[src/rtl/score_keeper_if.sv]
// Game-event and scoreboard signal bundle for score_keeper.
// The master side drives game events; the slave side (score_keeper) publishes the score state.
interface score_keeper_if;
  logic        start_i;
  logic        spawn_i;
  logic        p1_kill_i;
  logic        p2_kill_i;
  logic [1:0]  p1_kill_type_i;
  logic [1:0]  p2_kill_type_i;
  logic        p1_hit_i;
  logic        p2_hit_i;
  logic [5:0]  tank_left_o;
  logic [3:0]  level_o;
  logic [10:0] player_1_score_o;
  logic [10:0] player_2_score_o;
  logic [3:0]  player_1_live_left_o;
  logic [3:0]  player_2_live_left_o;
  logic [1:0]  state_o;
  logic        game_won_o;
  logic        level_clear_o;

  modport master (
    output start_i, spawn_i, p1_kill_i, p2_kill_i, p1_kill_type_i, p2_kill_type_i,
           p1_hit_i, p2_hit_i,
    input  tank_left_o, level_o, player_1_score_o, player_2_score_o,
           player_1_live_left_o, player_2_live_left_o, state_o, game_won_o, level_clear_o
  );

  modport slave (
    input  start_i, spawn_i, p1_kill_i, p2_kill_i, p1_kill_type_i, p2_kill_type_i,
           p1_hit_i, p2_hit_i,
    output tank_left_o, level_o, player_1_score_o, player_2_score_o,
           player_1_live_left_o, player_2_live_left_o, state_o, game_won_o, level_clear_o
  );
endinterface

[src/rtl/score_keeper.sv]
// Two-player tank game score/lives/level keeper with a registered game FSM.
// Optional feature: define SCORE_KEEPER_BONUS_LIFE_EN to grant a life per 500 points crossed.
module score_keeper #(
  parameter int START_LIVES     = 3,
  parameter int TANKS_PER_LEVEL = 20,
  parameter int CLEAR_DELAY     = 120
) (
  input logic           clk_i,
  input logic           rst_ni,
  score_keeper_if.slave bus
);

  typedef enum logic [1:0] {
    ST_IDLE        = 2'd0,
    ST_PLAY        = 2'd1,
    ST_LEVEL_CLEAR = 2'd2,
    ST_GAME_OVER   = 2'd3
  } state_t;

  localparam int                CNT_W      = (CLEAR_DELAY > 1) ? $clog2(CLEAR_DELAY) : 1;
  localparam logic [CNT_W-1:0]  CNT_LAST   = CNT_W'(CLEAR_DELAY - 1);
  localparam logic [CNT_W-1:0]  CNT_ONE    = CNT_W'(1);
  localparam logic [5:0]        TANKS_INIT = 6'(TANKS_PER_LEVEL);
  localparam logic [3:0]        LIVES_INIT = 4'(START_LIVES);

  state_t           r_state;
  logic [3:0]       r_level;
  logic [5:0]       r_tankLeft;
  logic [5:0]       r_alive;
  logic [10:0]      r_p1Score;
  logic [10:0]      r_p2Score;
  logic [3:0]       r_p1Lives;
  logic [3:0]       r_p2Lives;
  logic             r_gameWon;
  logic             r_levelClear;
  logic [CNT_W-1:0] r_delayCnt;

  logic        w_inPlay;
  logic        w_spawn;
  logic        w_p1Kill;
  logic        w_p2Kill;
  logic        w_p1Hit;
  logic        w_p2Hit;
  logic        w_p1Bonus;
  logic        w_p2Bonus;
  logic [10:0] w_p1ScoreNext;
  logic [10:0] w_p2ScoreNext;
  logic [3:0]  w_p1LivesNext;
  logic [3:0]  w_p2LivesNext;
  logic [5:0]  w_tankNext;
  logic [6:0]  w_aliveUp;
  logic [6:0]  w_aliveDec;
  logic [6:0]  w_aliveDiff;
  logic [5:0]  w_aliveNext;

  function automatic logic [5:0] killPoints(input logic [1:0] kind);
    case (kind)
      2'd0:    return 6'd10;
      2'd1:    return 6'd20;
      2'd2:    return 6'd30;
      default: return 6'd40;
    endcase
  endfunction

  function automatic logic [10:0] addScore(input logic [10:0] score, input logic [5:0] points);
    logic [11:0] sum;
    sum = {1'b0, score} + {6'b0, points};
    return (sum > 12'd2047) ? 11'd2047 : sum[10:0];
  endfunction

  // Net life change is applied first and then capped, so bonus and hit in one cycle cancel.
  function automatic logic [3:0] nextLives(input logic [3:0] lives, input logic hit,
                                           input logic bonus);
    logic [4:0] sum;
    sum = {1'b0, lives} + {4'b0, bonus} - {4'b0, hit};
    return (sum > 5'd9) ? 4'd9 : sum[3:0];
  endfunction

  always_comb begin
    w_inPlay      = (r_state == ST_PLAY);
    w_spawn       = w_inPlay && bus.spawn_i && (r_tankLeft != 6'd0);
    w_p1Kill      = w_inPlay && bus.p1_kill_i && (r_p1Lives != 4'd0);
    w_p2Kill      = w_inPlay && bus.p2_kill_i && (r_p2Lives != 4'd0);
    w_p1Hit       = w_inPlay && bus.p1_hit_i && (r_p1Lives != 4'd0);
    w_p2Hit       = w_inPlay && bus.p2_hit_i && (r_p2Lives != 4'd0);
    w_p1ScoreNext = w_p1Kill ? addScore(r_p1Score, killPoints(bus.p1_kill_type_i)) : r_p1Score;
    w_p2ScoreNext = w_p2Kill ? addScore(r_p2Score, killPoints(bus.p2_kill_type_i)) : r_p2Score;
`ifdef SCORE_KEEPER_BONUS_LIFE_EN
    w_p1Bonus     = w_p1Kill && ((r_p1Score / 11'd500) != (w_p1ScoreNext / 11'd500));
    w_p2Bonus     = w_p2Kill && ((r_p2Score / 11'd500) != (w_p2ScoreNext / 11'd500));
`else
    w_p1Bonus     = 1'b0;
    w_p2Bonus     = 1'b0;
`endif
    w_p1LivesNext = nextLives(r_p1Lives, w_p1Hit, w_p1Bonus);
    w_p2LivesNext = nextLives(r_p2Lives, w_p2Hit, w_p2Bonus);
    w_tankNext    = w_spawn ? (r_tankLeft - 6'd1) : r_tankLeft;
    w_aliveUp     = {1'b0, r_alive} + {6'b0, w_spawn};
    w_aliveDec    = {6'b0, w_p1Kill} + {6'b0, w_p2Kill};
    w_aliveDiff   = w_aliveUp - w_aliveDec;
    w_aliveNext   = (w_aliveUp > w_aliveDec) ? w_aliveDiff[5:0] : 6'd0;
  end

  // Game-over and level-clear decisions look at the post-event values so they land in the
  // same edge as the event that caused them.
  always_ff @(posedge clk_i or negedge rst_ni) begin
    if (!rst_ni) begin
      r_state      <= ST_IDLE;
      r_level      <= 4'd1;
      r_tankLeft   <= 6'd0;
      r_alive      <= 6'd0;
      r_p1Score    <= 11'd0;
      r_p2Score    <= 11'd0;
      r_p1Lives    <= 4'd0;
      r_p2Lives    <= 4'd0;
      r_gameWon    <= 1'b0;
      r_levelClear <= 1'b0;
      r_delayCnt   <= '0;
    end else begin
      r_levelClear <= 1'b0;
      case (r_state)
        ST_IDLE, ST_GAME_OVER: begin
          if (bus.start_i) begin
            r_state    <= ST_PLAY;
            r_level    <= 4'd1;
            r_tankLeft <= TANKS_INIT;
            r_alive    <= 6'd0;
            r_p1Score  <= 11'd0;
            r_p2Score  <= 11'd0;
            r_p1Lives  <= LIVES_INIT;
            r_p2Lives  <= LIVES_INIT;
            r_gameWon  <= 1'b0;
            r_delayCnt <= '0;
          end
        end
        ST_PLAY: begin
          r_p1Score  <= w_p1ScoreNext;
          r_p2Score  <= w_p2ScoreNext;
          r_p1Lives  <= w_p1LivesNext;
          r_p2Lives  <= w_p2LivesNext;
          r_tankLeft <= w_tankNext;
          r_alive    <= w_aliveNext;
          if ((w_p1LivesNext == 4'd0) && (w_p2LivesNext == 4'd0)) begin
            r_state   <= ST_GAME_OVER;
            r_gameWon <= 1'b0;
          end else if ((w_tankNext == 6'd0) && (w_aliveNext == 6'd0)) begin
            r_state      <= ST_LEVEL_CLEAR;
            r_levelClear <= 1'b1;
            r_delayCnt   <= '0;
          end
        end
        ST_LEVEL_CLEAR: begin
          if (r_delayCnt == CNT_LAST) begin
            r_delayCnt <= '0;
            if (r_level == 4'd9) begin
              r_state   <= ST_GAME_OVER;
              r_gameWon <= 1'b1;
            end else begin
              r_state    <= ST_PLAY;
              r_level    <= r_level + 4'd1;
              r_tankLeft <= TANKS_INIT;
            end
          end else begin
            r_delayCnt <= r_delayCnt + CNT_ONE;
          end
        end
        default: r_state <= ST_IDLE;
      endcase
    end
  end

  assign bus.tank_left_o          = r_tankLeft;
  assign bus.level_o              = r_level;
  assign bus.player_1_score_o     = r_p1Score;
  assign bus.player_2_score_o     = r_p2Score;
  assign bus.player_1_live_left_o = r_p1Lives;
  assign bus.player_2_live_left_o = r_p2Lives;
  assign bus.state_o              = r_state;
  assign bus.game_won_o           = r_gameWon;
  assign bus.level_clear_o        = r_levelClear;

endmodule

[src/flat_wrapper.sv]
// flat-port wrapper written by rule: the top's interface ports become plain ports
module score_keeper_flat 
#(
  parameter int START_LIVES     = 3,
  parameter int TANKS_PER_LEVEL = 20,
  parameter int CLEAR_DELAY     = 120
)
  (clk_i, rst_ni, bus_start_i, bus_spawn_i, bus_p1_kill_i, bus_p2_kill_i, bus_p1_kill_type_i, bus_p2_kill_type_i, bus_p1_hit_i, bus_p2_hit_i, bus_tank_left_o, bus_level_o, bus_player_1_score_o, bus_player_2_score_o, bus_player_1_live_left_o, bus_player_2_live_left_o, bus_state_o, bus_game_won_o, bus_level_clear_o);
  score_keeper_if bus_i ();
  input logic clk_i;
  input logic rst_ni;
  input wire logic [$bits(bus_i.start_i)-1:0] bus_start_i;
  input wire logic [$bits(bus_i.spawn_i)-1:0] bus_spawn_i;
  input wire logic [$bits(bus_i.p1_kill_i)-1:0] bus_p1_kill_i;
  input wire logic [$bits(bus_i.p2_kill_i)-1:0] bus_p2_kill_i;
  input wire logic [$bits(bus_i.p1_kill_type_i)-1:0] bus_p1_kill_type_i;
  input wire logic [$bits(bus_i.p2_kill_type_i)-1:0] bus_p2_kill_type_i;
  input wire logic [$bits(bus_i.p1_hit_i)-1:0] bus_p1_hit_i;
  input wire logic [$bits(bus_i.p2_hit_i)-1:0] bus_p2_hit_i;
  output wire logic [$bits(bus_i.tank_left_o)-1:0] bus_tank_left_o;
  output wire logic [$bits(bus_i.level_o)-1:0] bus_level_o;
  output wire logic [$bits(bus_i.player_1_score_o)-1:0] bus_player_1_score_o;
  output wire logic [$bits(bus_i.player_2_score_o)-1:0] bus_player_2_score_o;
  output wire logic [$bits(bus_i.player_1_live_left_o)-1:0] bus_player_1_live_left_o;
  output wire logic [$bits(bus_i.player_2_live_left_o)-1:0] bus_player_2_live_left_o;
  output wire logic [$bits(bus_i.state_o)-1:0] bus_state_o;
  output wire logic [$bits(bus_i.game_won_o)-1:0] bus_game_won_o;
  output wire logic [$bits(bus_i.level_clear_o)-1:0] bus_level_clear_o;
  assign bus_i.start_i = bus_start_i;
  assign bus_i.spawn_i = bus_spawn_i;
  assign bus_i.p1_kill_i = bus_p1_kill_i;
  assign bus_i.p2_kill_i = bus_p2_kill_i;
  assign bus_i.p1_kill_type_i = bus_p1_kill_type_i;
  assign bus_i.p2_kill_type_i = bus_p2_kill_type_i;
  assign bus_i.p1_hit_i = bus_p1_hit_i;
  assign bus_i.p2_hit_i = bus_p2_hit_i;
  assign bus_tank_left_o = bus_i.tank_left_o;
  assign bus_level_o = bus_i.level_o;
  assign bus_player_1_score_o = bus_i.player_1_score_o;
  assign bus_player_2_score_o = bus_i.player_2_score_o;
  assign bus_player_1_live_left_o = bus_i.player_1_live_left_o;
  assign bus_player_2_live_left_o = bus_i.player_2_live_left_o;
  assign bus_state_o = bus_i.state_o;
  assign bus_game_won_o = bus_i.game_won_o;
  assign bus_level_clear_o = bus_i.level_clear_o;
  score_keeper #(.START_LIVES(START_LIVES), .TANKS_PER_LEVEL(TANKS_PER_LEVEL), .CLEAR_DELAY(CLEAR_DELAY)) u_core (.clk_i(clk_i), .rst_ni(rst_ni), .bus(bus_i));
endmodule
[config.mk]
export PLATFORM = sky130hd
export DESIGN_NAME = score_keeper_flat
export DESIGN_NICKNAME = d
export VERILOG_FILES = /design/src/rtl/score_keeper_if.sv /design/src/rtl/score_keeper.sv /design/src/flat_wrapper.sv
export SDC_FILE = /design/constraint.sdc
export NUM_CORES = 1
export LEC_CHECK = 0
export CORE_MARGIN = 4
export CORE_UTILIZATION = 25
export DETAILED_ROUTE_END_ITERATION = 8
export RECOVER_POWER = 100
export SYNTH_ARGS = -nofsm -noshare
export SYNTH_HDL_FRONTEND = slang
export SYNTH_SLANG_ARGS = --single-unit
[constraint.sdc]
create_clock -name clk_i -period 7.9 [get_ports clk_i]
set_input_delay 0.79 -clock clk_i [delete_from_list [all_inputs] [get_ports clk_i]]
set_output_delay 0.79 -clock clk_i [all_outputs]
set_load 0.01 [all_outputs]
==> results.ini, run 1 <==
[cells_and_area]
final-instance-count-excl-fill=773
area_growth_syn_to_layout_pct=24.1
fill_cells=1722
finish.utilization_pct=31.5
multi_input_area_um2=2440
nets=595
antennaDiodeCount=0
seqCellArea_um2=1430
layout-drive-gt1-share_pct=5.06

[run_status]
violations=max-capacitance violations, max-slew violations
status=finished with violations

[routing]
wire_per_inst_um=14.3
drcViolationCount=0
postRouteAntennaNets=0
drtPass1Iterations=5
routed_wl_um=11100
routed_via_density=4.94
drtIter0Drc=237
num_vias=3817

[run]
drv_cap=1

[timing]
tightest_slew_ns=3.36
holdWs_ns=0.491
finalCritPeriodShare_pct=74.1
fin_skew_ns=0.0114
hold_viol=0
post-route-min-period_ns=5.85
fin_setup_tns_ns=0
slew_violations=58
slew-limit-headroom_pct=-124
fmax_ghz=0.171
setup-violations-final=0
rsz0062_at_grt=no

[yosys]
syn_avg_cell_area_um2=8.43
ys_types=68
ys_ff_latch=57
yosys-top-cells-area=dfrtp_1 33%, ha_1 9.6%, o21ai_0 4.9%
syn_nets=544
synth-edff-count=0
ys.flop_type=dfrtp_1
ys_seq_area_share_pct=34.1
async_reset_ff_share_pct=100
synth_cells=497
yosys.area.top_type_share_pct=33.5
yosys.area.top_type=dfrtp_1
yosys_warnings=0
syn-cell-area_um2=4190

[global_route]
grt_pass1_wl_um=18300
antenna_found_initial=0
grt_max_degree=58
grt_overflow_total=0
grt_pass1_vias=3694
grt_usage_pct=12.2

[place]
place.gp.congestion=0.839
dp_hpwl_um=8060
io_buffers=55
dpl.cell_count=757

[floorplan]
die_width_um=137
die-height_um=137
dieArea_um2=18900
start_util_pct=25.4
rows=47
io_pins=56
coreArea_um2=16500

[setup_path]
critPathMaxFanout=29
worstPathRequired_ns=8.11
crit_top_cell=ha_1
end_kind=flip-flop
arrival_ns=6.07
start_kind=flip-flop
path_cells=inv_1 -> ha_1 -> clkbuf_1 -> nand2_1 -> o21bai_1 -> inv_1 -> ha_1 -> ha_1 -> ha_1 -> nor2b_1 -> nor4_1 -> or4_2 -> a221oi_1 -> o211ai_1 -> a21oi_1 -> mux2_2
crit_slowest_cell=clkbuf_1
path_class=flip-flop to flip-flop
cp_top_family=compound AO/OA/AOI/OAI gates
cpPeakStageDelay_ns=0.95
critPathBufInv=3

[pwr]
power_density_nw_per_um2=337
ir_drop_mv=0.116
p_leak_nw=2.30

[cts]
numCtsBuffers=9
htreeDepth=3
clkSinkCount=57
cts_buffer_depth=2
cts_resized=0
cts.clk_slew.worst_paths_ns=0.05
hold_buffers=0
cts_setup_buffers=0
clk-insertion-delay-late_ns=0.33
ctsRootBufferMaster=clkbuf_16
cts_tree=yes

[min_path]
min_path_type=flip-flop to flip-flop

routing by layer:
metal | wire length (um) | up-vias | global-route usage, %
met5 | 0 | - | 0
met4 | 218 | 0 | 4.99
met2 | 5090 | 64 | 18.9
met1 | 5260 | 1835 | 16.2
li1 | - | 1902 | -
met3 | 497 | 16 | 3.14
synthesized netlist by cell type (3+ instances only):
cell / n
xnor2_1: 6
or4_1: 3
dfrtp_1: 56
o41ai_1: 3
inv_1: 48
a21oi_1: 34
nand2_1: 45
nand3_1: 18
nor3_1: 20
nor2_1: 38
a32oi_1: 3
nand2b_1: 7
nor3b_1: 3
fa_1: 3
xor2_1: 4
clkbuf_1: 13
o31ai_1: 3
o211ai_1: 3
a31oi_1: 9
a31o_2: 3
a211oi_1: 3
or3_1: 4
and3_1: 10
ha_1: 32
a21o_1: 3
and2_1: 3
o221ai_1: 5
mux2i_1: 6
nand4_1: 5
nor2b_1: 8
o22ai_1: 4
o21ai_0: 41
nor4_1: 3
nor4b_1: 3
worst min-delay path, cell delays in order (launching register included):
cell and delay, ns:
dfrtp_1 0.35, nand2_1 0.05, o21ai_0 0.06
cells in the final DEF (no fill, tap or decap), drive strengths merged, types with 4 or more instances in the layout:
cell type / count
nor4: 4
or3: 4
xnor2: 6
o221ai: 5
mux2i: 6
o21ai: 42
nor2: 38
nand2: 45
o22ai: 4
inv: 49
ha: 32
dfrtp: 56
nor3: 20
clkdlybuf4s50: 10
xor2: 4
clkbuf: 14
and3: 10
or4: 4
clkinv: 4
o211ai: 4
dlygate4sd3: 44
nand3: 18
a21oi: 35
nor2b: 9
nand4: 5
nand2b: 7
a31oi: 9
cell families after synthesis:
family                   count (synthesis)  share of synthesized area [%]
adder cells (fa/ha/maj)                 35                           11.0
XOR/XNOR                                10                           2.09
multiplexers                             7                           1.70
flip-flops                              57                           34.1
AND/OR/NAND/NOR                        178                           21.7
AO/OA/AOI/OAI                          142                           22.9
buffers and inverters                   68                           6.51
power by group:
part	leakage (nW)	internal [W]	switching [W]
Clock	0.155	0.000260	0.000143
Sequential	0.746	0.000365	0.0000920
Combinational	1.40	0.000350	0.000540
Total	2.30	0.000975	0.000775
worst paths after layout:
path | start | end | slack (ns) | cells past startpoint
setup / recovery | u_core.bus.state_o[1]$_DFFE_PN0P_ | u_core.r_delayCnt[0]$_DFFE_PN0P_ | 2.05 | 16
hold / removal | u_core.r_alive[0]$_DFFE_PN0P_ | u_core.r_alive[0]$_DFFE_PN0P_ | 0.49 | 2
setup reg to reg | u_core.bus.state_o[1]$_DFFE_PN0P_ | u_core.r_delayCnt[0]$_DFFE_PN0P_ | 2.05 | 16
hold reg to reg | u_core.r_alive[0]$_DFFE_PN0P_ | u_core.r_alive[0]$_DFFE_PN0P_ | 0.49 | 2
max in group asynchronous | rst_ni | u_core.bus.player_1_score_o[8]$_DFFE_PN0P_ | 4.31 | 2
min in group asynchronous | rst_ni | u_core.bus.level_o[1]$_DFFE_PN0P_ | 1.68 | 2
registers in the layout, indices dropped and copies added (netlist names):
signal / count
u_core.bus.player_1_score_o: 11
u_core.bus.state_o: 2
u_core.r_delayCnt: 7
u_core.bus.player_2_score_o: 11
u_core.bus.level_o: 4
u_core.bus.player_1_live_left_o: 4
u_core.bus.player_2_live_left_o: 4
u_core.bus.game_won_o: 1
u_core.r_alive: 6
u_core.bus.level_clear_o: 1
u_core.bus.tank_left_o: 6
final cells by class:
cell class	count	share of cell area [%]
clock buffers	11	4.86
clock inverters	5	1.03
inverters	49	3.54
multi-input cells	372	47.0
flip-flops and latches	57	27.5
well taps	220	5.29
repair buffers	59	10.9
stage by stage:
step | area [um2] | setup WS, ns | total power (W)
6_report | 5200 | 2.05 | 0.00175
5_1_grt | 5200 | 1.54 | 0.00191
4_1_cts | 5260 | 2.95 | 0.00184
3_5_place_dp | 4950 | 2.97 | 0.00143
3_3_place_gp | 4950 | 3.08 | 0.00142
2_1_floorplan | 4190 | 3.29 | 0.00112
Power figures use the tool's default switching activity.
==> run 2: changes to the inputs <==
- clock period: 7.9 -> 5.6 ns (I/O delays scaled with it)
==> run 2 against run 1 <==
  * The flow still finishes with violations (max-capacitance violations, max-slew violations)
  * Wire length barely moved
  * Clock-buffer cell count did not move
  * Design area rose by 1.5%
  * Largest cell class unchanged
  * Worst hold slack improved by 0.018 ns
  * Power rose by 49%
  * Sequential share of layout area fell by 0.42 points
==> results.ini, run 2 (synthesized netlist as in run 1, its figures left out) <==
[global_route]
grt_pass1_wl_um=18300
antenna_found_initial=0
grt_max_degree=58
grt_pass1_vias=3649
grt_usage_pct=12.3
grt_overflow_total=0

[floorplan]
die-height_um=137
start_util_pct=25.4
die_width_um=137
rows=47
dieArea_um2=18900
io_pins=56
coreArea_um2=16500

[timing]
fin_ws_ns=0.610
hold_viol=0
rsz0062_at_grt=no
slew-limit-headroom_pct=-121
tightest_slew_ns=3.31
fin_skew_ns=0.00881
fin_setup_tns_ns=0
slew_violations=58
fmax_ghz=0.200
finalCritPeriodShare_pct=89.1
post-route-min-period_ns=4.99
setup-violations-final=0

[run_status]
violations=max-capacitance violations, max-slew violations
status=finished with violations

[setup_path]
critPathMaxFanout=8
path_class=flip-flop to flip-flop
r2r_slack_ns=0.61
start_kind=flip-flop
reg2reg_depth=15
worstPathRequired_ns=5.81
end_kind=flip-flop
arrival_ns=5.20

[cts]
clkSinkCount=57
cts_resized=0
cts_tree=yes
cts.clk_slew.worst_paths_ns=0.06
ctsRootBufferMaster=clkbuf_16
hold_buffers=0
cts_setup_buffers=0
htreeDepth=3
clk-insertion-delay-late_ns=0.33
numCtsBuffers=9
cts_buffer_depth=2

[cells_and_area]
area_growth_syn_to_layout_pct=26.0
fill_cells=1716
final_common_cell=dfrtp_1
antennaDiodeCount=0
finish.utilization_pct=31.9
final_cell_mix=56 x dfrtp_1, 48 x inv_1, 46 x dlygate4sd3_1
finalInstanceArea_um2=5280
nets=595
final-instance-count-excl-fill=773
layout-drive-gt1-share_pct=5.24

[routing]
postRouteAntennaNets=0
wire_per_inst_um=14.3
num_vias=3818
drcViolationCount=0
drtPass1Iterations=6
drtIter0Drc=203
routed_wl_um=11100
routed_via_density=4.94

[min_path]
min_path_type=flip-flop to flip-flop
min_delay_path_depth=1

[place]
dp_hpwl_um=8110
place.gp.congestion=0.847
post-place-ws_ns=0.710
postPlaceCellArea_um2=4950
dpl.cell_count=757
io_buffers=55

[pwr]
p_sw_w=0.00114
seqPwrFrac_pct=24.8
p_sw_share_pct=43.7
p_leak_nw=2.32
p_int_w=0.00147
power_density_nw_per_um2=494
ir_drop_mv=0.180
combPwrFrac_pct=50.4
pwr-share-clk_pct=24.9

[run]
drv_cap=1

## run 2: cell count changes in the layout (fill, tap and decap cells not counted), moves of 2 or more
cell / delta
dlygate4sd3_1: +2
clkdlybuf4s50_1: -2
clkinv_2: -2
bufinv_16: +2
## run 2: cell type report
cell class                 count  area [um2]  area share [%]
timing repair buffer          59         564            10.7
clock inverter                 5         103            1.94
sequential                    57        1430            27.0
inverter                      49         184            3.48
tap                          220         275            5.21
multi-input combinational    372        2480            47.0
clock buffer                  11         243            4.60
## run 2: path summary, 6_finish.rpt
path | start | endpoint
max | u_core.bus.tank_left_o[0]$_DFFE_PN0P_ | u_core.r_delayCnt[0]$_DFFE_PN0P_
min | u_core.bus.player_1_score_o[0]$_DFFE_PN0P_ | u_core.bus.player_1_score_o[0]$_DFFE_PN0P_
max reg2reg | u_core.bus.tank_left_o[0]$_DFFE_PN0P_ | u_core.r_delayCnt[0]$_DFFE_PN0P_
min reg2reg | u_core.bus.player_1_score_o[0]$_DFFE_PN0P_ | u_core.bus.player_1_score_o[0]$_DFFE_PN0P_
max in group asynchronous | rst_ni | u_core.bus.player_1_live_left_o[1]$_DFFE_PN0P_
min in group asynchronous | rst_ni | u_core.bus.level_o[1]$_DFFE_PN0P_
## run 2: worst max-delay path, cell delays in order, from the launching register on
cell,delay [ns]
dfrtp_1,0.44
inv_1,0.13
ha_1,0.17
or4b_1,0.48
o21bai_1,0.35
inv_1,0.08
ha_1,0.25
ha_1,0.35
ha_1,0.31
nor2b_1,0.43
nor4_1,0.17
or4_1,0.58
a221oi_4,0.35
o211ai_4,0.14
a21oi_4,0.27
mux2_2,0.36
## run 2: layer usage
layer  GRT usage [%]  vias up  part of all wire, %
met5               0        -                    0
met4            4.60        0                  1.6
met3            3.21       15                  4.5
met2            19.2       67                   47
met1            16.2     1828                   47
li1                -     1908                    -
## run 2: power groups by stage
stage	clock network [W]	registers (W)	logic, W
after floorplan	0	0.000641	0.000932
after global placement	0	0.000655	0.00136
after detailed placement	0	0.000658	0.00136
after CTS	0.000664	0.000651	0.00137
after global routing	0.000677	0.000668	0.00149
final	0.000649	0.000646	0.00131
## run 2: metrics by stage
| stage | power [W] | hold slack [ns] |
|---|---|---|
| after floorplan | 0.00157 | 0.264 |
| after global placement | 0.00201 | 0.479 |
| after detailed placement | 0.00202 | 0.500 |
| after CTS | 0.00269 | 0.427 |
| after global routing | 0.00283 | 0.533 |
| final | 0.00261 | 0.510 |
==> run 3: changes to the inputs <==
- CORE_UTILIZATION: 25 -> 30
==> run 3 against run 2 <==
  * Clock power is 22% lower
  * Worst hold slack worse by 0.027 ns
  * The flow still finishes with violations (max-capacitance violations, max-slew violations)
  * Largest power group unchanged
  * Final cell count is 5.8% lower
  * Highest routed layer unchanged
  * Sequential power hardly changed
==> results.ini, run 3 (synthesized netlist as in run 1, its figures left out) <==
[timing]
fin_skew_ns=0.00910
post-route-min-period_ns=5.07
slew-limit-headroom_pct=-114
hold_viol=0
fin_setup_tns_ns=0
fmax_ghz=0.197
rsz0062_at_grt=no
finalCritPeriodShare_pct=90.6
slew_violations=58
tightest_slew_ns=3.20
setup-violations-final=0

[min_path]
min_delay_path_depth=1
min_from=u_core.bus.player_1_score_o[0]$_DFFE_PN0P_
min_path_type=flip-flop to flip-flop
min_to=u_core.bus.player_1_score_o[0]$_DFFE_PN0P_

[setup_path]
path_cells=inv_1 -> ha_1 -> clkbuf_1 -> and3_1 -> ha_1 -> ha_1 -> inv_1 -> fa_1 -> or4_1 -> o21ai_0 -> o21ai_0 -> a221oi_4 -> o211ai_4 -> a21oi_4 -> mux2_2
start_kind=flip-flop
critPathMaxFanout=23
cp-startpoint=u_core.bus.state_o[1]$_DFFE_PN0P_
end_kind=flip-flop
arrival_ns=5.28
r2r_slack_ns=0.53
r2r-start=u_core.bus.state_o[1]$_DFFE_PN0P_
crit_top_cell=ha_1
r2r-end=u_core.r_delayCnt[0]$_DFFE_PN0P_
worstPathRequired_ns=5.80
crit_slowest_cell=clkbuf_1
reg2reg_depth=15
cpPeakStageDelay_ns=0.83
path_class=flip-flop to flip-flop

[cells_and_area]
final_cell_mix=56 x dfrtp_1, 48 x inv_1, 45 x nand2_1
fill_cells=1396
layout-drive-gt1-share_pct=5.25
antennaDiodeCount=0
finalInstanceArea_um2=5150
multi_input_area_um2=2490
seqCellArea_um2=1430
nets=594
area_growth_syn_to_layout_pct=23.0
final_common_cell=dfrtp_1

[cts]
clkSinkCount=57
ctsRootBufferMaster=clkbuf_16
cts_tree=yes
numCtsBuffers=9
cts_resized=0
htreeDepth=3
hold_buffers=0
clk-insertion-delay-late_ns=0.33
cts_buffer_depth=2
cts.clk_slew.worst_paths_ns=0.05
cts_setup_buffers=0

[routing]
drcViolationCount=0
routed_via_density=5.23
drtIter0Drc=165
num_vias=3811
routed_wl_um=10800
wire_per_inst_um=14.8
postRouteAntennaNets=0
drtPass1Iterations=4

[global_route]
grt_overflow_total=0
grt_pass1_vias=3696
grt_pass1_wl_um=18000
antenna_found_initial=0
grt_usage_pct=13.6
grt_max_degree=58

[floorplan]
coreArea_um2=13500
dieArea_um2=15900
io_pins=56
rows=42
die_width_um=126
start_util_pct=31.1
die-height_um=126

[run_status]
violations=max-capacitance violations, max-slew violations
status=finished with violations

[place]
dp_hpwl_um=7970
place.gp.congestion=0.864
postPlaceCellArea_um2=4890
io_buffers=55

[pwr]
power_density_nw_per_um2=480
finalPower_w=0.00247
p_leak_nw=2.29
ir_drop_mv=0.146

[run]
drv_cap=1

## run 3: cell count changes in the layout (fill, tap and decap cells not counted)
cell,delta
or4_4,+1
clkbuf_8,+1
clkinvlp_4,-1
dlygate4sd3_1,-2
or4_1,-1
bufinv_16,-3
clkdlybuf4s50_1,+2
clkinv_2,+2
## run 3: layout make-up
type                            count  area share, %
Clock buffer                       13           5.05
Clock inverter                      3          0.291
Inverter                           49           3.57
Multi-Input combinational cell    372           48.2
Sequential cell                    57           27.7
Tap cell                          176           4.27
Timing Repair Buffer               58           10.9
## run 3: worst max-delay path, delay by kind of cell (launching register included)
family / cells / cell delay [ns]
buf+inv: 3 / 0.98
compound gates: 5 / 1.19
simple gates: 2 / 0.87
flops: 1 / 0.40
mux: 1 / 0.36
fa+ha+maj: 4 / 1.15
## run 3: through the flow
stage          setup slack (ns)  std cells  hold WS (ns)  utilization, %
6_report                  0.529        728         0.483            38.3
5_1_grt                   0.203        728         0.523            38.3
4_1_cts                   0.614        728         0.427            38.4
3_5_place_dp              0.631        712         0.480            36.3
3_3_place_gp              0.795        712         0.478            36.3
2_1_floorplan             0.987        497         0.264               -
## run 3: worst max-delay path by stage
stage                                       endpoint  slack, ns  cells past startpoint
global route        u_core.r_delayCnt[0]$_DFFE_PN0P_       0.20                     15
global placement    u_core.r_delayCnt[0]$_DFFE_PN0P_       0.80                     15
finish              u_core.r_delayCnt[0]$_DFFE_PN0P_       0.53                     15
CTS                 u_core.r_delayCnt[0]$_DFFE_PN0P_       0.61                     15
floorplan           u_core.r_delayCnt[4]$_DFFE_PN0P_       0.99                     15
detailed placement  u_core.r_delayCnt[0]$_DFFE_PN0P_       0.63                     15
## run 3: power by group
part	leakage, nW	internal (W)	total, W	switching, W
clock network	0.139	0.000321	0.000507	0.000186
registers	0.746	0.000515	0.000648	0.000132
logic	1.40	0.000518	0.00132	0.000801
total	2.29	0.00135	0.00247	0.00112
## run 3: metal layers
layer	part of all wire, %	track usage, %	vias up
li1	-	-	1910
met1	49	18.4	1835
met2	47	21.9	58
met3	3.5	2.79	8
met4	1.0	4.23	0
met5	0	0	-
==> variant 1 (config.mk and constraints of run 1) <==
Reset style: synchronous (`rst_ni`), changed in one clocked block.
--- a/src/rtl/score_keeper.sv
+++ b/src/rtl/score_keeper.sv
@@ -104,5 +104,5 @@
   // Game-over and level-clear decisions look at the post-event values so they land in the
   // same edge as the event that caused them.
-  always_ff @(posedge clk_i or negedge rst_ni) begin
+  always_ff @(posedge clk_i) begin
     if (!rst_ni) begin
       r_state      <= ST_IDLE;
Behaviour: differs if rst_ni is asserted again (counterexample within 4 cycles, from zero or initial values and one cycle with rst_ni low); with rst_ni held inactive, the same outputs for 4 cycles.
==> variant 1 against run 1 <==
Total power shrank 31%. Worst setup slack gained 660 ps. Wire length shrank 2.6%. Sequential share of layout area shrank 4.4 points. Clock power shrank 4%. Count of clock-buffer cells in the layout grew 2. Critical path depth shrank 3. Cell area shrank 4.9%. Critical endpoint is now u_core.r_delayCnt[3]$_SDFFE_PN0P_. Die area shrank 5.2%. Largest cell class unchanged. Sequential cell count is the same. Critical path type unchanged. Synthesized cell count grew 1.8%. Maximum frequency grew 13%. Synthesized area shrank 5.5%. Hold slack lost 31 ps.
==> variant 1: results <==
detailed_routing:
  drt_first_iter_violations: 255
  routed-via-count: 3816
  wl_met1_microns: 4690
sta:
  clock-skew-final_ps: 8.45
  max-slew-margin-rel_pct: 18.8
  timing.fmax_ghz: 0.193
logic_synthesis:
  syn-num-nets: 553
  postSynthCellCount: 506
  synth_top_cells_by_area: "sky130_fd_sc_hd__dfxtp_1, sky130_fd_sc_hd__ha_1, sky130_fd_sc_hd__a21oi_1"
  number_of_distinct_library_cells_after_synthesis: 69
  synth.area.mux_share_pct: 1.14
  share_of_the_synthesized_netlist_area_taken_by_xor_and_xnor_gates_pct: 2.66
  synthTopCellsByCount: "sky130_fd_sc_hd__dfxtp_1, sky130_fd_sc_hd__nand2_1, sky130_fd_sc_hd__nor2_1"
  yosysSeqAreaShare_pct: 28.8
  synthesized_area_fraction_occupied_by_ao_oa_aoi_and_oai_cells_pct: 24.9
finish:
  number_of_nets_at_the_end_of_the_flow: 601
  post_route_cells_drive_above_1_share_pct: 5.01
critical_path:
  peak_per_stage_delay_on_the_critical_path_ps: 580
  worst-endpoint-arrival_ps: 5390
  cell_count_of_the_worst_reg_to_reg_path: 13
  cp-startpoint: "u_core.bus.state_o[0]$_SDFFE_PN0P_"
  path_max_fanout: 14
global_routing:
  via_count_of_the_first_global_routing_pass: 3647
power:
  max_rail_drop_vdd_uv: 163
  powerClk_w: 0.000386
placed_design:
  dpl_worst_slack_ps: 3130
  post-dp-hpwl_microns: 7910
status:
  status: "complete, no violations"
[variant 1: cell types whose count changed after synthesis, moves of 6 or more]
cell,before,now
sky130_fd_sc_hd__dfxtp_1,0,57
sky130_fd_sc_hd__nand3_1,18,7
sky130_fd_sc_hd__o21ai_0,41,32
sky130_fd_sc_hd__o21ai_1,1,7
sky130_fd_sc_hd__nor2_1,38,49
sky130_fd_sc_hd__dfrtp_1,56,0
[variant 1: worst max-delay path, delay by kind of cell, from the launching register on]
family | cells | cell delay (ps)
adder cells (fa/ha/maj) | 4 | 1450
AND/OR/NAND/NOR | 5 | 1680
flip-flops | 1 | 390
AO/OA/AOI/OAI | 4 | 1530
[variant 1: area by class of cell]
class                   count  area, sq um
flip-flops and latches     57         1140
inverters                  45          169
repair buffers             58          569
multi-input cells         383         2510
clock inverters             3         40.0
clock buffers              13          250
fillers                  1628        10400
well taps                 211          264
==> variant 2 (settings of run 1) <==
Without the edit above. The option `SCORE_KEEPER_BONUS_LIFE_EN` is turned on by a define.
--- a/src/rtl/score_keeper.sv
+++ b/src/rtl/score_keeper.sv
@@ -1,4 +1,6 @@
 // Two-player tank game score/lives/level keeper with a registered game FSM.
 // Optional feature: define SCORE_KEEPER_BONUS_LIFE_EN to grant a life per 500 points crossed.
+`define SCORE_KEEPER_BONUS_LIFE_EN
+
 module score_keeper #(
   parameter int START_LIVES     = 3,
Function: no difference found for any inputs over 4 cycles, from zero or initial values and one cycle with rst_ni low; that may be too few to reach the edited logic, so the function may still have changed.
==> variant 2 against run 1 <==
Non-clock buffer count down 2. Wire length up 24%. Cell count up 20%. Total power up 17%. Sequential cell count unchanged. Global-route usage up 0.35 points. Cell area up 17%. Critical path type is now primary input to flip-flop. Worst setup slack worse by 1200 ps. The run still ends with max-capacitance violations, max-slew violations left. Synthesized area up 21%.
==> variant 2: results <==
global_routing:
  via_count_of_the_first_global_routing_pass: 4416
  grtUsageMet1_pct: 17.2
  met3_usage_pct: 2.95
  wire_length_of_the_first_global_routing_pass_microns: 22800
  grtUsageTotal_pct: 12.6
sta:
  slew_viol_final: 58
  finalCritPeriodShare_pct: 88.9
  slew_of_the_pin_with_the_lowest_slew_margin_ps: 3210
  finalHoldWorstSlack_ps: 508
  clock-skew-final_ps: 8.00
detailed_routing:
  route.met3.wl_microns: 719
  routed-wl-met2_microns: 6230
  firstDrtPassIters: 6
  wl_met1_microns: 6590
  drt_first_iter_violations: 339
  routed_wire_length_per_instance_microns: 14.8
finish:
  post_route_cells_drive_above_1_share_pct: 5.76
  stdcell_count: 925
  filler_cell_count: 2124
critical_path:
  worst-endpoint-arrival_ps: 7240
  cp-startpoint: "bus_p2_kill_type_i[1]"
  peak_per_stage_delay_on_the_critical_path_ps: 690
  cp_slowest_cell: "sky130_fd_sc_hd__a211oi_1"
  worst_r2r_endpoint: "u_core.bus.state_o[1]$_DFFE_PN0P_"
  regToRegSetupSlack_ps: 1600
  cell_count_of_the_worst_reg_to_reg_path: 25
placed_design:
  placedInstanceArea_sq_um: 5830
  dpl_worst_slack_ps: 922
  post-dp-hpwl_microns: 10300
  numPlacedInstances: 910
flow_run:
  cap_violations: 1
logic_synthesis:
  synthTopCellsByCount: "sky130_fd_sc_hd__nand2_1, sky130_fd_sc_hd__dfrtp_1, sky130_fd_sc_hd__o21ai_0"
  synth.avg_cell_area_sq_um: 8.23
  syn-num-nets: 671
  number_of_distinct_library_cells_after_synthesis: 81
  yosysSeqAreaShare_pct: 28.3
power:
  combinationalPowerShare_pct: 56.6
  power_density_nw_per_um2: 338
  switching_share_pct: 46.1
  max_rail_drop_vdd_uv: 161
  p_leak_nw: 2.62
status:
  violated_checks: "max-capacitance violations, max-slew violations"
  status: "complete, but fails checks"
## variant 2: kinds of logic (layout without fill, tap and decap cells)
| group | Yosys count | after routing | synth area share (%) |
|---|---|---|---|
| muxes | 12 | 12 | 2.50 |
| adders and majority gates | 46 | 46 | 12.1 |
| AOI/OAI and AO/OA | 198 | 198 | 26.3 |
| buffers and inverters | 80 | 126 | 6.41 |
| xor gates and xnor gates | 23 | 23 | 3.99 |
| and+or+nand+nor | 198 | 198 | 20.5 |
| DFF | 57 | 57 | 28.3 |
## variant 2: layout make-up
type                       instances  area, sq um  share of cell area, %
multi-input combinational        477         3250                   53.4
sequential                        57         1430                   23.5
clock buffer                      12          246                   4.06
timing repair buffer              57          557                   9.16
tap                              265          332                   5.45
inverter                          54          205                   3.38
clock inverter                     3         65.1                   1.07
